<file path="config.mk">
export PLATFORM = sky130hd
export DESIGN_NAME = write_back
export DESIGN_NICKNAME = d
export VERILOG_FILES = /design/src/rtl/write_back_pkg.sv /design/src/rtl/write_back_decode.sv /design/src/rtl/write_back.sv
export SDC_FILE = /design/constraint.sdc
export NUM_CORES = 1
export LEC_CHECK = 0
export CORE_ASPECT_RATIO = 0.8
export CORE_UTILIZATION = 35
export CTS_CLUSTER_DIAMETER = 50
export DETAILED_ROUTE_END_ITERATION = 8
export PLACE_DENSITY = 0.75
export SLEW_MARGIN = 20
export SYNTH_ARGS = -nofsm -noshare
export SYNTH_HDL_FRONTEND = slang
export SYNTH_SLANG_ARGS = --single-unit
</file>
<file path="constraint.sdc">
create_clock -name clk -period 2.26 [get_ports clk]
set_clock_uncertainty 0.1 [all_clocks]
set_input_delay 0.452 -clock clk [delete_from_list [all_inputs] [get_ports clk]]
set_output_delay 0.452 -clock clk [all_outputs]
set_load 0.1 [all_outputs]
</file>
<file path="src/rtl/write_back_pkg.sv">
// Shared pipeline definitions: opcode values and instruction field positions.
// Every stage decodes instructions through these constants.
package write_back_pkg;

  localparam logic [5:0] OP_NOP = 6'h00;
  localparam logic [5:0] OP_ADD = 6'h01;
  localparam logic [5:0] OP_SUB = 6'h02;
  localparam logic [5:0] OP_AND = 6'h03;
  localparam logic [5:0] OP_OR  = 6'h04;
  localparam logic [5:0] OP_XOR = 6'h05;
  localparam logic [5:0] OP_SLT = 6'h06;
  localparam logic [5:0] OP_LW  = 6'h08;
  localparam logic [5:0] OP_SW  = 6'h09;
  localparam logic [5:0] OP_BR  = 6'h0A;
  localparam logic [5:0] OP_J   = 6'h0B;

  localparam int OP_HI = 31;
  localparam int OP_LO = 26;
  localparam int RS_HI = 25;
  localparam int RS_LO = 21;
  localparam int RT_HI = 20;
  localparam int RT_LO = 16;
  localparam int RD_HI = 15;
  localparam int RD_LO = 11;

  // ALU class is a contiguous opcode range ADD..SLT.
  function automatic logic is_alu_op(input logic [5:0] op);
    return (op >= OP_ADD) && (op <= OP_SLT);
  endfunction

endpackage

</file>
<file path="src/rtl/write_back_decode.sv">
// Combinational write-back decode: classifies the instruction and selects
// the destination field (rd for ALU ops, rt for loads).
module wb_decode
  import write_back_pkg::*;
#(
  parameter int DATA_W = 32,
  parameter int REG_AW = 5
) (
  input  logic [DATA_W-1:0] ir,
  output logic              is_alu,
  output logic              is_load,
  output logic [REG_AW-1:0] dest
);

  logic [5:0] op;
  logic       unused_fields;

  assign op      = ir[OP_HI:OP_LO];
  assign is_alu  = is_alu_op(op);
  assign is_load = (op == OP_LW);
  assign dest    = is_load ? REG_AW'(ir[RT_HI:RT_LO]) : REG_AW'(ir[RD_HI:RD_LO]);

  // rs and the immediate/function bits play no part in write-back.
  assign unused_fields = ^{ir[RS_HI:RS_LO], ir[RD_LO-1:0]};

endmodule

</file>
<file path="src/rtl/write_back.sv">
// Write-back stage: registers result data, destination and write enable one
// clock after the instruction is presented. Writes to register 0 are squashed.
module write_back
  import write_back_pkg::*;
#(
  parameter int DATA_W = 32,
  parameter int REG_AW = 5
) (
  input  logic              clk,
  input  logic              rst,
  input  logic [DATA_W-1:0] MEM_WB_LMD,
  input  logic [DATA_W-1:0] EX_MEM_IR,
  input  logic [DATA_W-1:0] EX_MEM_ALU_output,
  output logic [DATA_W-1:0] MEM_WB_D,
  output logic              MEM_WB_we,
  output logic [REG_AW-1:0] MEM_WB_rd
);

  logic              is_alu;
  logic              is_load;
  logic [REG_AW-1:0] dest;

  wb_decode #(
    .DATA_W (DATA_W),
    .REG_AW (REG_AW)
  ) u_decode (
    .ir      (EX_MEM_IR),
    .is_alu  (is_alu),
    .is_load (is_load),
    .dest    (dest)
  );

  // Non-writing instructions leave D and rd untouched; only we drops.
  always_ff @(posedge clk) begin
    if (rst) begin
      MEM_WB_D  <= '0;
      MEM_WB_we <= 1'b0;
      MEM_WB_rd <= '0;
    end else if (is_alu || is_load) begin
      MEM_WB_D  <= is_load ? MEM_WB_LMD : EX_MEM_ALU_output;
      MEM_WB_rd <= dest;
      MEM_WB_we <= (dest != '0);
    end else begin
      MEM_WB_we <= 1'b0;
    end
  end

endmodule

</file>
==> flow_summary.yaml <==
timing:
  hold_violations: 0
  setup_ws_ns: 0.0363
  hold_ws_ns: 0.502
  rsz0062_at_grt: "yes"
  max_slew_margin: 0.714
  slew_violations: 0
  max_freq_mhz: 450
  worstMarginPinSlew_ns: 0.429
  final-setup-viol-count: 0
  post-route-period-util: 0.984
  period_minus_slack_ns: 2.22
route:
  drt_iter0_drc: 150
  wirelength_um: 8180
  drtAntennaViolNets: 0
  vias: 2856
  wl_per_cell_um: 16.1
  vias_per_cell: 5.63
  drtPass1Iterations: 4
  drc: 0
final_layout:
  fin_cells: 507
  final_util: 0.575
  num_antenna_cells: 0
  drive_gt1_frac: 0.168
  fin_area_um2: 3740
  synthToLayoutAreaGrowth_pct: 55.5
  nets: 521
status:
  status: "complete, no violations"
yosys:
  postSynthAreaPerCell_um2: 7.76
  yosysTopAreaCell: "dfxtp_1"
  synth.most_common_cell: "nand2_1"
  ys_seq_area_frac: 0.316
  synth_area_leaders: "dfxtp_1 (32%), o2111ai_1 (13%), nand2_1 (12%)"
  synth_top_area_share: 0.316
  postSynthCellCount: 310
  yosys_warnings: 0
  synth-edff-count: 0
  synth_area_um2: 2400
  synth_common_cells: "nand2_1 (75), dfxtp_1 (38)"
  synthArstFlopShare: 0
  synth.distinct_cells: 20
  ys_seq_elements: 38
  synthFlopType: "dfxtp_1"
  syn-num-nets: 408
power:
  p_per_area_nw_per_um2: 519
  ir_drop_v: 0.000268
  p_leak_nw: 1.44
setup_path:
  cp_slowest_stage_delay_ns: 0.64
  crit_chain: "clkdlybuf4s50_1 > or3_4 > or4b_4 > buf_6 > nand2_1 > a31oi_1"
  crit_arrival_ns: 2.28
  worstPathRequired_ns: 2.32
  crit_type: "input pin to flip-flop"
  endpoint_kind: "flip-flop"
  critPathTopFamily: "simple AND/OR/NAND/NOR gates"
  cp_slowest_cell: "or4b_4"
  cp_max_fo: 15
  start_kind: "input pin"
  crit_buf_inv: 2
clock_tree:
  clock_latency_ns: 0.28
  clockRootBuffer: "clkbuf_8"
  cts_buffer_depth: 2
  h-tree-depth: 2
  path_clk_slew_ns: 0.07
  cts_tree: "done"
  cts_buffers: 5
  numClockSinks: 38
global_routing:
  grt_max_degree: 39
  grt_overflow: 0
  antenna_found_initial: 0
  grt_usage: 0.230
  grt_pass1_wl_um: 13300
  grt_pass1_vias: 2752
placement:
  dp.cells: 499
  place_hpwl_um: 5490
  globalplace.congestion: 0.781
  placed_area_um2: 3600
  place_ws_ns: -0.268
  portBuffers: 119
floorplan:
  die_x_um: 94.7
  initial_core_util: 0.370
  die_area_um2: 7210
  dieHeight_um: 76.1
  io_pins: 136
  core_um2: 6510
  placementRows: 26
job:
  maxCapViolations: 0
hold_path:
  hold_class: "flip-flop to flip-flop"
[sequential cells by signal, summed over array words and instances (netlist names)]
register and flops:
MEM_WB_we 1, MEM_WB_rd 5, MEM_WB_D 32
[worst register-to-register path, cell delays in order, from the launching register on]
cell and delay [ns]:
dfxtp_1 0.34, or3_1 0.38, o2111ai_1 0.12, a31oi_1 0.06
[power breakdown]
group          switching, mW  internal (mW)  leakage, nW
clock                  0.236          0.353       0.0573
sequential            0.0265          0.700        0.309
combinational          0.382          0.244         1.07
total                  0.645           1.30         1.44
[area by class of cell]
cell class	instances	area (um^2)
Fill cell	649	2770
Multi-Input combinational cell	236	1470
Timing Repair Buffer	141	1290
Sequential cell	38	761
Tap cell	84	105
Clock buffer	6	82.6
Clock inverter	1	30.0
Inverter	1	3.75
[cell families (layout without fill, tap and decap cells)]
logic type | Yosys count | count (layout) | synth area share
flip-flops | 38 | 38 | 0.316
AO/OA/AOI/OAI | 77 | 77 | 0.241
AND/OR/NAND/NOR | 158 | 158 | 0.363
multiplexers | 1 | 1 | 0.00416
buffers and inverters | 36 | 149 | 0.0749
[worst paths after layout]
| check | to | cells after the start | slack [ns] | from |
|---|---|---|---|---|
| worst max-delay path | MEM_WB_D[30] | 6 | 0.04 | EX_MEM_IR[28] |
| worst min-delay path | MEM_WB_D[27] | 2 | 0.50 | MEM_WB_D[27] |
| worst max register to register | MEM_WB_D[22] | 3 | 1.14 | MEM_WB_D[22] |
| worst min register to register | MEM_WB_D[27] | 2 | 0.50 | MEM_WB_D[27] |
[per-stage QoR]
step                setup TNS, ns  power, mW
floorplan                       0       1.11
global placement            -7.83       1.36
detailed placement          -8.66       1.36
CTS                             0       1.96
global route              -0.0612       2.04
finish                          0       1.94
[placed cells by master (no fill, tap or decap)]
master           instances
nor3_2                   1
nor4b_4                  1
buf_6                    4
buf_4                   55
nand2_1                 75
and3_1                   1
mux2i_1                  1
clkbuf_8                 6
or3_1                   37
or3_4                    1
or4_1                    2
bufinv_16                1
o211a_1                  1
a21o_1                   1
o2111ai_1               37
nor2_1                   2
inv_1                    1
o21a_1                   1
clkdlybuf4s50_1         81
a31oi_1                 37
dfxtp_1                 38
nand3b_1                37
or4b_4                   1
buf_12                   1
[routing by layer]
metal  vias up  part of all wire  GRT usage
met4         0             0.011     0.0712
met3         9             0.070     0.0459
met2       110              0.47      0.378
li1       1406                 -          -
met1      1331              0.44      0.298
met5         -                 0          0
[repair_timing]
action	in CTS	in global routing
setup buffers	0	1
gates resized for setup	0	4
endpoints found under the setup margin	0	22
hold buffers	0	0
endpoints found under the hold margin	0	0
Note: power is estimated with default switching activity, not from simulation.
